## src/rtl/pdm_pkg.sv

```systemverilog
// pdm_pkg: shared constants, the mic-clock edge type and the saturation helper
// used by the PDM audio front end.
package pdm_pkg;

  // Mic clock: default clk_in cycles per mic clock period and its level in reset.
  localparam int unsigned MIC_CLK_DIV_DEFAULT = 32;
  localparam logic        MIC_CLK_RESET_LEVEL = 1'b0;

  // Running-mean time constant of the optional DC blocker (m += (x-m) >>> DC_SHIFT).
  localparam int unsigned DC_SHIFT = 8;

  typedef enum logic [1:0] {
    EDGE_NONE,
    EDGE_RISE,
    EDGE_FALL
  } mic_edge_e;

  // Clamp a signed value into the signed range of a w-bit word (w <= 31).
  function automatic logic signed [31:0] sat(input logic signed [31:0] x,
                                             input int unsigned        w);
    logic signed [31:0] hi;
    logic signed [31:0] lo;
    hi = (32'sd1 <<< (w - 1)) - 32'sd1;
    lo = -(32'sd1 <<< (w - 1));
    if (x > hi) return hi;
    if (x < lo) return lo;
    return x;
  endfunction

endpackage

```

## src/rtl/pdm_tally_channel.sv

```systemverilog
// pdm_tally_channel: counts PDM ones on its strobe over one decimation window
// and converts the count into a signed, saturated sample.
//   clk, rst    : clock, synchronous active-high reset
//   clear       : holds the tally at zero (capture disabled)
//   strobe      : sampling strobe for this channel (rise or fall of mic clock)
//   pdm_bit     : PDM data bit
//   boundary    : end of the decimation window; tally restarts at zero
//   sample      : conversion of the tally including the bit of this cycle
module pdm_tally_channel
  import pdm_pkg::*;
#(
  parameter int unsigned DECIM = 256,
  parameter int unsigned OUT_W = 16
) (
  input  logic             clk,
  input  logic             rst,
  input  logic             clear,
  input  logic             strobe,
  input  logic             pdm_bit,
  input  logic             boundary,
  output logic [OUT_W-1:0] sample
);

  localparam int unsigned LOG2  = $clog2(DECIM);
  localparam int unsigned TW    = LOG2 + 1;
  localparam int unsigned SHIFT = OUT_W - LOG2;
  localparam logic signed [31:0] MID = 32'(DECIM / 2);

  logic [TW-1:0]      tally;
  logic [TW-1:0]      tally_sum;
  logic signed [31:0] centered;
  logic signed [31:0] scaled;
  logic signed [31:0] clipped;

  // The sample is taken from tally_sum so the bit landing on the boundary
  // strobe itself is part of the window it completes.
  always_comb begin
    tally_sum = tally + {{(TW-1){1'b0}}, strobe & pdm_bit};
    centered  = $signed({{(32-TW){1'b0}}, tally_sum}) - MID;
    scaled    = centered <<< SHIFT;
    clipped   = sat(scaled, OUT_W);
    sample    = clipped[OUT_W-1:0];
  end

  always_ff @(posedge clk) begin
    if (rst || clear || boundary) begin
      tally <= '0;
    end else begin
      tally <= tally_sum;
    end
  end

endmodule

```

## src/rtl/pdm_audio_frontend.sv

```systemverilog
// pdm_audio_frontend: PDM microphone front end. Generates the mic clock,
// tallies PDM bits per channel (channel 0 on mic clock rise, channel 1 on
// fall), decimates by DECIM and streams samples out over AXI-stream with a
// frame marker every FRAME_LEN beats.
//   clk_in, rst_in  : clock, synchronous active-high reset
//   enable_in       : capture enable (mic clock keeps running when low)
//   mic_clk_out     : microphone clock
//   mic_data_in     : PDM data
//   m_tdata         : NUM_CH samples of OUT_W bits, channel 0 in the LSBs
//   m_tvalid/m_tready/m_tlast : AXI-stream handshake
//   overflow_out    : sticky flag, a sample was dropped while a beat was pending
// Build option: define PDM_DC_BLOCK_EN to subtract a per-channel running mean
// (adds one cycle of latency).
module pdm_audio_frontend
  import pdm_pkg::*;
#(
  parameter int unsigned CLK_DIV   = MIC_CLK_DIV_DEFAULT,
  parameter int unsigned DECIM     = 256,
  parameter int unsigned OUT_W     = 16,
  parameter int unsigned NUM_CH    = 1,
  parameter int unsigned FRAME_LEN = 1024
) (
  input  logic                    clk_in,
  input  logic                    rst_in,
  input  logic                    enable_in,
  output logic                    mic_clk_out,
  input  logic                    mic_data_in,
  output logic [NUM_CH*OUT_W-1:0] m_tdata,
  output logic                    m_tvalid,
  input  logic                    m_tready,
  output logic                    m_tlast,
  output logic                    overflow_out
);

  localparam int unsigned CW   = $clog2(CLK_DIV);
  localparam int unsigned HALF = CLK_DIV / 2;
  localparam int unsigned PW   = $clog2(DECIM);
  localparam int unsigned FW   = $clog2(FRAME_LEN);

  // Mic clock divider and edge strobes
  logic [CW-1:0] div_cnt;
  logic          mic_clk;
  logic          mic_clk_d;
  mic_edge_e     mic_edge;
  logic          rise;
  logic          fall;

  always_ff @(posedge clk_in) begin
    if (rst_in) begin
      div_cnt   <= '0;
      mic_clk   <= MIC_CLK_RESET_LEVEL;
      mic_clk_d <= MIC_CLK_RESET_LEVEL;
    end else begin
      div_cnt   <= (div_cnt == CW'(CLK_DIV - 1)) ? '0 : div_cnt + CW'(1);
      mic_clk   <= (div_cnt < CW'(HALF));
      mic_clk_d <= mic_clk;
    end
  end

  always_comb begin
    mic_edge = EDGE_NONE;
    if (mic_clk && !mic_clk_d) begin
      mic_edge = EDGE_RISE;
    end else if (!mic_clk && mic_clk_d) begin
      mic_edge = EDGE_FALL;
    end
  end

  assign rise        = (mic_edge == EDGE_RISE);
  assign fall        = (mic_edge == EDGE_FALL);
  assign mic_clk_out = mic_clk;

  // Decimation window: a period ends on the fall strobe
  logic [PW-1:0] period_cnt;
  logic          boundary;

  assign boundary = enable_in && fall && (period_cnt == PW'(DECIM - 1));

  always_ff @(posedge clk_in) begin
    if (rst_in || !enable_in) begin
      period_cnt <= '0;
    end else if (fall) begin
      period_cnt <= boundary ? '0 : period_cnt + PW'(1);
    end
  end

  // Per-channel tally and conversion
  logic [NUM_CH*OUT_W-1:0] sample_bus;

  for (genvar c = 0; c < NUM_CH; c++) begin : g_ch
    pdm_tally_channel #(
      .DECIM (DECIM),
      .OUT_W (OUT_W)
    ) u_tally (
      .clk      (clk_in),
      .rst      (rst_in),
      .clear    (!enable_in),
      .strobe   ((c == 0) ? rise : fall),
      .pdm_bit  (mic_data_in),
      .boundary (boundary),
      .sample   (sample_bus[c*OUT_W +: OUT_W])
    );
  end

  logic                    new_sample;
  logic [NUM_CH*OUT_W-1:0] new_data;

`ifdef PDM_DC_BLOCK_EN
  logic                    dc_pending;
  logic [NUM_CH*OUT_W-1:0] dc_x;
  logic [NUM_CH*OUT_W-1:0] dc_y;

  always_ff @(posedge clk_in) begin
    if (rst_in) begin
      dc_pending <= 1'b0;
      dc_x       <= '0;
    end else begin
      dc_pending <= boundary;
      if (boundary) begin
        dc_x <= sample_bus;
      end
    end
  end

  for (genvar c = 0; c < NUM_CH; c++) begin : g_dc
    logic signed [OUT_W-1:0] x_c;
    logic signed [OUT_W-1:0] mean;
    logic signed [31:0]      diff;
    logic signed [31:0]      step;
    logic signed [31:0]      y_w;

    always_comb begin
      x_c  = dc_x[c*OUT_W +: OUT_W];
      diff = {{(32-OUT_W){x_c[OUT_W-1]}}, x_c} - {{(32-OUT_W){mean[OUT_W-1]}}, mean};
      step = diff >>> DC_SHIFT;
      y_w  = sat(diff, OUT_W);
    end

    assign dc_y[c*OUT_W +: OUT_W] = y_w[OUT_W-1:0];

    always_ff @(posedge clk_in) begin
      if (rst_in) begin
        mean <= '0;
      end else if (dc_pending) begin
        mean <= mean + step[OUT_W-1:0];
      end
    end
  end

  assign new_sample = dc_pending;
  assign new_data   = dc_y;
`else
  assign new_sample = boundary;
  assign new_data   = sample_bus;
`endif

  // Output beat register and frame index
  logic [FW-1:0] frame_idx;
  logic [FW-1:0] frame_next;
  logic          beat_done;

  // frame_next already reflects a beat retiring this cycle, so a sample loaded
  // in the same cycle gets the index of the following beat.
  always_comb begin
    beat_done  = m_tvalid && m_tready;
    frame_next = frame_idx;
    if (beat_done) begin
      frame_next = (frame_idx == FW'(FRAME_LEN - 1)) ? '0 : frame_idx + FW'(1);
    end
    if (!enable_in) begin
      frame_next = '0;
    end
  end

  always_ff @(posedge clk_in) begin
    if (rst_in) begin
      frame_idx    <= '0;
      m_tvalid     <= 1'b0;
      m_tlast      <= 1'b0;
      m_tdata      <= '0;
      overflow_out <= 1'b0;
    end else begin
      frame_idx <= frame_next;
      if (beat_done) begin
        m_tvalid <= 1'b0;
      end
      if (new_sample) begin
        if (m_tvalid && !m_tready) begin
          overflow_out <= 1'b1;
        end else begin
          m_tvalid <= 1'b1;
          m_tdata  <= new_data;
          m_tlast  <= (frame_next == FW'(FRAME_LEN - 1));
        end
      end
    end
  end

endmodule

```

## config.mk

```make
export PLATFORM = sky130hd
export DESIGN_NAME = pdm_audio_frontend
export DESIGN_NICKNAME = d
export VERILOG_FILES = /design/src/rtl/pdm_pkg.sv /design/src/rtl/pdm_tally_channel.sv /design/src/rtl/pdm_audio_frontend.sv
export SDC_FILE = /design/constraint.sdc
export NUM_CORES = 1
export LEC_CHECK = 0
export ABC_AREA = 1
export CORE_MARGIN = 4
export CORE_UTILIZATION = 51
export CTS_BUF_LIST = sky130_fd_sc_hd__clkbuf_16
export CTS_CLUSTER_DIAMETER = 40
export CTS_CLUSTER_SIZE = 30
export DETAILED_ROUTE_END_ITERATION = 12
export HOLD_SLACK_MARGIN = 0.15
export PLACE_DENSITY = 0.72
export SLEW_MARGIN = 20
export SYNTH_ARGS = -nofsm -noshare
export SYNTH_HDL_FRONTEND = slang
export SYNTH_HIERARCHICAL = 1
export SYNTH_SLANG_ARGS = --single-unit
```

## constraint.sdc

```tcl
create_clock -name clk_in -period 1.7 [get_ports clk_in]
set_clock_uncertainty 0.2 [all_clocks]
set_input_delay 0.34 -clock clk_in [delete_from_list [all_inputs] [get_ports clk_in]]
set_output_delay 0.34 -clock clk_in [all_outputs]
set_load 0.02 [all_outputs]
```

# Word level (Yosys, flattened, before mapping)

Cells that the tools add are included.

Latch bits: 0
Input port bits: 5
Memories: 0
RAM bits: 0
ROM bits: 0
Register bits after elaboration: 53

Muxes and demuxes: 16
Add/sub/neg operators: 5
Bitwise gates (word level): 2
Magnitude comparators: 3
Reductions and logical operators: 15
Shift-type cells: 0
Div/mod/pow operators: 0
Multiply operators: 0
Equal/unequal tests: 6

Operators by type and width:

| kind                                                            | count |
|---|---|
| 2-to-1 mux 16 bit                                               | 4 |
| 2-to-1 mux 10 bit                                               | 3 |
| == test 10 bit, second input constant                           | 2 |
| greater-than comparator 18 x 16 -> 1 bit, second input constant | 1 |
| < comparator 18 x 16 -> 1 bit, second input constant            | 1 |
| adder 10 x 1 -> 10 bit, second input constant                   | 1 |
| subtractor 9 x 8 -> 10 bit, second input constant               | 1 |
| adder 9 x 1 -> 9 bit                                            | 1 |
| adder 8 x 1 -> 8 bit, second input constant                     | 1 |
| == test 8 bit, second input constant                            | 1 |
| 2-to-1 mux 8 bit                                                | 1 |
| logical AND 1 bit                                               | 6 |
| 2-to-1 mux 1 bit                                                | 6 |
| adder 5 x 1 -> 5 bit, second input constant                     | 1 |
| == test 5 bit, second input constant                            | 1 |
| < comparator 5 bit, second input constant                       | 1 |
| logical NOT 1 bit                                               | 4 |
| 2-to-1 mux 2 bit                                                | 2 |
| AND reduction 2 bit                                             | 2 |
| == test 2 x 1 -> 1 bit, second input constant                   | 1 |
| == test 2 bit, second input constant                            | 1 |
| logical OR 1 bit                                                | 2 |
| OR reduction 2 bit                                              | 1 |
| bitwise AND 1 bit                                               | 1 |
| NOT 1 bit                                                       | 1 |

# Longest topological paths before layout

Word-level depth: 13
Mapped depth: 14

# Hierarchy

The synthesis kept the hierarchy.

Modules (own cells, without submodules):

| module             | cells an instance | times used | area each (sq um) |
|---|---|---|---|
| pdm_audio_frontend | 260               | 1          | 1940.6 |
| pdm_tally_channel  | 77                | 1          | 553.0 |

# Worst setup path before layout

OpenSTA, ideal clock, no wires.

Path kind: flip-flop to flip-flop
Start point: register mic_clk, in the netlist mic_clk_out
End point: register m_tdata[3]
Cell stages (with the launch flop): 15
Library setup time: 0.132 ns
Setup slack: -0.411 ns
Arrival time: 1.779 ns
Path buffers: 1
Cell sequence: dfxtp_1 > inv_1 > nor2_1 > nand2_1 > inv_1 > ha_1 > ha_1 > nand3_2 > inv_2 > nand2_2 > nand2_1 > nand2_1 > buf_4 > nand3_1 > a21oi_1

Cells in the longest elaborated chain, start to end: 13
Elaborated cells between the ends (all ways): 21
Classes of those cells: add/sub: 2; order compare: 2; eq/ne: 2; mux: 8; bitwise: 1; reduce/logical: 6

Ends and longest elaborated chain:

| element                        | RTL line                  | text |
|---|---|---|
| start, declared                | pdm_audio_frontend.sv:42  | `logic mic_clk;` |
| start signal, assigned         | pdm_audio_frontend.sv:55  | `mic_clk <= (div_cnt < CW'(HALF));` |
| logical NOT 1 bit              | pdm_audio_frontend.sv:64  | `end else if (!mic_clk && mic_clk_d) begin` |
| logical AND 1 bit              | pdm_audio_frontend.sv:64  |  |
| 2-to-1 mux 2 bit               | pdm_audio_frontend.sv:64  |  |
| 2-to-1 mux 2 bit (*)           | pdm_audio_frontend.sv:62  | `if (mic_clk && !mic_clk_d) begin` |
| == test 2 x 1 -> 1 bit (*)     | pdm_audio_frontend.sv:69  | `assign rise = (mic_edge == EDGE_RISE);` |
| named net rise                 | pdm_audio_frontend.sv:45  | `logic rise;` |
| bitwise AND 1 bit (*)          | pdm_tally_channel.sv:38   | `tally_sum = tally + {{(TW-1){1'b0}}, strobe & pdm_bit};` |
| adder 9 x 1 -> 9 bit (*)       | pdm_tally_channel.sv:38   |  |
| subtractor 9 x 8 -> 10 bit (*) | pdm_tally_channel.sv:39   | `centered = $signed({{(32-TW){1'b0}}, tally_sum}) - MID;` |
| < comparator 18 x 16 -> 1 bit  | pdm_pkg.sv:26             | `if (x < lo) return lo;` |
| 2-to-1 mux 1 bit (2 in a row)  | pdm_pkg.sv:26             |  |
| 2-to-1 mux 16 bit              | pdm_pkg.sv:27             | `return x;` |
| 2-to-1 mux 16 bit (*)          | pdm_pkg.sv:26             |  |
| named net new_data[3]          | pdm_audio_frontend.sv:106 | `logic [NUM_CH*OUT_W-1:0] new_data;` |
| end signal, assigned           | pdm_audio_frontend.sv:192 | `m_tdata <= new_data;` |
| end, declared                  | pdm_audio_frontend.sv:28  | `output logic [NUM_CH*OUT_W-1:0] m_tdata,` |

The timed path passes the listed nets; every way through them passes the cells marked *. The select of a mux whose other input is x is not followed.
A chain may end at the register's enable or synchronous reset.

# Worst setup path after layout

Start point: register mic_clk, in the netlist mic_clk_out
End point: register m_tdata[7]

Cells in the longest elaborated chain, start to end: 13
Elaborated cells between the ends (all ways): 21
Classes of those cells: add/sub: 2; order compare: 2; eq/ne: 2; mux: 8; bitwise: 1; reduce/logical: 6

Ends and longest elaborated chain:

| element                        | RTL line |
|---|---|
| logical NOT 1 bit              | pdm_audio_frontend.sv:64 |
| logical AND 1 bit              | pdm_audio_frontend.sv:64 |
| 2-to-1 mux 2 bit               | pdm_audio_frontend.sv:64 |
| 2-to-1 mux 2 bit (*)           | pdm_audio_frontend.sv:62 |
| == test 2 x 1 -> 1 bit (*)     | pdm_audio_frontend.sv:69 |
| named net rise                 | pdm_audio_frontend.sv:45 |
| bitwise AND 1 bit (*)          | pdm_tally_channel.sv:38 |
| adder 9 x 1 -> 9 bit (*)       | pdm_tally_channel.sv:38 |
| subtractor 9 x 8 -> 10 bit (*) | pdm_tally_channel.sv:39 |
| < comparator 18 x 16 -> 1 bit  | pdm_pkg.sv:26 |
| 2-to-1 mux 1 bit (2 in a row)  | pdm_pkg.sv:26 |
| 2-to-1 mux 16 bit              | pdm_pkg.sv:27 |
| 2-to-1 mux 16 bit (*)          | pdm_pkg.sv:26 |

Marks and branches as above.

==> results.ini <==
[grt]
antenna_found_initial = 0
track_usage_pct = 19.3
overflow = 0
grt_max_degree = 28
grt_pass1_vias = 2129
grt_pass1_wl_mm = 9.59

[critical_path]
cp_data_arrival_time_ns = 1.86
r2r_cells = 14
cp_num_buf_inv = 4
critPathRequiredTime_ns = 1.67
startpoint_type = flip-flop
endpoint_kind = flip-flop
path_cells = inv_2 -> nor2_2 -> nand2_1 -> inv_2 -> ha_4 -> ha_4 -> nand3_4 -> inv_4 -> nand2_4 -> nand2_4 -> nand2_4 -> buf_4 -> nand3_2 -> a21oi_2
cp_max_fo = 5
critical_path.slowest_cell = dfxtp_4
crit_family = simple AND/OR/NAND/NOR gates
worstSetupPathType = reg2reg
crit_top_cell = nand2_4
path_depth = 14
max_stage_delay_ns = 0.34

[placement]
hpwl_mm = 3.97
gp_congestion = 0.803
post-place-ws_ns = -0.508
dp.cells = 457
place_area_um2 = 3130
numPortBuffers = 24

[logic_synthesis]
syn_inst = 337
ys_seq_area_share_pct = 42.5
synth_area_um2 = 2490
syn_avg_cell_area_um2 = 7.40
synth-seq-cells = 53
synth_cell_type_count = 35
syn_nets = 348
yosys_warnings = 6

[route]
met2_length_mm = 2.72
dr_total_vias = 2336
routed_via_density = 4.95
wl_met1_mm = 2.65
highest_layer = met4
dr_wl_met3_um = 258
drc = 0
drt-pass1-iter-count = 4
wl_per_cell_um = 12.0
drt-initial-drc-count = 202
drt_wl_total_mm = 5.67
ant_nets = 0

[cts]
clk_latency_ns = 0.28
cts_buffers = 5
cts_tree = yes
clock_tree.root_cell = clkbuf_16
cts_num_sinks = 53
clkSlewWorstSetupHoldPaths_ns = 0.06
cts.path.max_buffers = 2
ctsHtreeMaxLevel = 2

[timing]
final.setup.worst_slack_ns = -0.189
max_freq_mhz = 529
setup_viol = 19
slew_headroom_pct = 74.6
setup_tns_ns = -2.50
fin_crit_sh_pct = 111
final_max_slew_viol_count = 0
rsz0062_at_grt = yes
holdWs_ns = 0.214
min_period_ns = 1.89
hold_violations = 0
worst_pin_slew_ns = 0.378

[run_status]
failed_checks = setup timing
outcome = finished, violations left

[worst_hold_path]
hold_depth = 1
hp-class = reg2reg

[power]
power_leakage_nw = 1.47
ir_worst_vdd_mv = 0.474
power_density_nw_per_um2 = 660

[floorplan]
num_io_pins = 25
num_rows = 25
die-area_um2 = 6070
core_area_um2 = 4720
die_y_um = 77.9
start_util_pct = 52.8
fp.dieW_um = 77.9

[layout]
finalInstanceArea_um2 = 3500
drive_gt1_share_pct = 31.6
diodes = 0
fin_cells = 472
nets = 415
syn_to_final_growth_pct = 40.4

[job]
maxCapViolations = 0

[stage by stage]
stage | power, mW | utilization (%)
after floorplan | 1.34 | -
after global placement | 1.38 | 66.3
after detailed placement | 1.39 | 66.3
after CTS | 2.32 | 70.5
after global routing | 2.39 | 74.1
final | 2.31 | 74.1
[synthesized netlist by cell type]
cell type	n	area [um^2]
a21oi_1	23	115
a21oi_2	1	8.76
and2_1	1	6.26
buf_2	1	5.00
buf_4	7	52.6
buf_6	2	22.5
clkbuf_1	4	15.0
clkinv_1	1	3.75
dfxtp_1	53	1060
ha_1	6	75.1
inv_1	25	93.8
inv_2	3	11.3
nand2_1	82	308
nand2_2	5	31.3
nand2_4	2	22.5
nand3_1	32	160
nand3_2	1	10.0
nand3b_1	1	7.51
nand4_1	3	18.8
nand4_2	1	12.5
nor2_1	51	191
nor2_2	3	18.8
nor2_4	3	33.8
nor2_8	1	20.0
nor3_1	4	20.0
nor3b_1	3	22.5
nor4_1	1	6.26
o21a_1	1	7.51
o21ai_0	1	5.00
o21bai_1	5	37.5
or2_2	1	6.26
or3_1	1	6.26
xnor2_1	2	17.5
xnor2_2	1	16.3
xor2_1	5	43.8
[power by group]
group / switching, mW / total, mW / internal [mW]
Combinational: 0.0582 / 0.105 / 0.0470
Sequential: 0.00772 / 1.26 / 1.25
Clock: 0.416 / 0.946 / 0.531
[worst reg2reg max path: cells and delay by family, from the launching register on]
family,cells,cell delay (ns)
AND/OR/NAND/NOR,7,0.57
flip-flops,1,0.34
AO/OA/AOI/OAI,1,0.05
adder cells (fa/ha/maj),2,0.27
buffers and inverters,4,0.34
[registers in the layout, indices dropped and copies added, names as in the netlist]
signal              count
frame_idx              10
g_ch.u_tally/tally      9
mic_clk_d               1
div_cnt                 5
mic_clk_out             1
period_cnt              8
m_tlast                 1
overflow_out            1
m_tdata                16
m_tvalid                1
[cell usage in the layout (no fill, tap or decap), types with 2 or more instances in the layout]
cell | synthesis | final
buf_6 | 2 | 4
dfxtp_1 | 53 | 46
ha_1 | 6 | 2
buf_4 | 7 | 46
ha_4 | 0 | 4
xnor2_2 | 1 | 2
nor3b_1 | 3 | 3
dfxtp_2 | 0 | 6
nand2_1 | 82 | 73
nand2_2 | 5 | 7
clkbuf_16 | 0 | 5
nand4_1 | 3 | 3
inv_4 | 0 | 2
nand3_2 | 1 | 8
nor2_2 | 3 | 10
dlygate4sd2_1 | 0 | 22
a21oi_2 | 1 | 5
nor2_4 | 3 | 5
nand2_4 | 2 | 9
o21bai_1 | 5 | 5
inv_1 | 25 | 24
nor2_1 | 51 | 42
nor3_1 | 4 | 3
nand3_4 | 0 | 3
a21oi_1 | 23 | 19
inv_2 | 3 | 4
nand3_1 | 32 | 22
xor2_1 | 5 | 4
[metal layers]
| metal | vias to the layer above | track usage (%) |
|---|---|---|
| li1 | 1212 | - |
| met1 | 1077 | 25.8 |
| met2 | 43 | 31.4 |
| met3 | 4 | 3.48 |
| met4 | 0 | 6.64 |
| met5 | - | 0 |
[path summary, 6_finish.rpt]
check               from          end  slack (ns)
max          mic_clk_out   m_tdata[7]       -0.19
max reg2reg  mic_clk_out   m_tdata[7]       -0.19
min           div_cnt[4]  mic_clk_out        0.21
min reg2reg   div_cnt[4]  mic_clk_out        0.21
[cells by family (layout without fill, tap and decap cells)]
family | after synthesis | after routing | share of synthesized area, %
buffers and inverters | 43 | 110 | 8.18
XOR/XNOR | 8 | 8 | 3.11
AND/OR/NAND/NOR | 196 | 197 | 36.2
adder cells (fa/ha/maj) | 6 | 6 | 3.01
AO/OA/AOI/OAI | 31 | 31 | 6.97
flip-flops | 53 | 53 | 42.5
[area by class of cell]
class                      instances  area [um^2]
clock inverter                     3         11.3
tap                               67         83.8
fill                             360         1220
timing repair buffer              73          593
multi-input combinational        242         1500
sequential                        53         1070
clock buffer                       5          125
inverter                          29          119
[timing repair]
item	CTS	global route
setup endpoints to repair	47	33
buffers inserted	1	5
cloned	1	0
pin swaps	10	21
hold buffers	0	0
resized for setup	41	36
(Power assumes the default switching activity.)
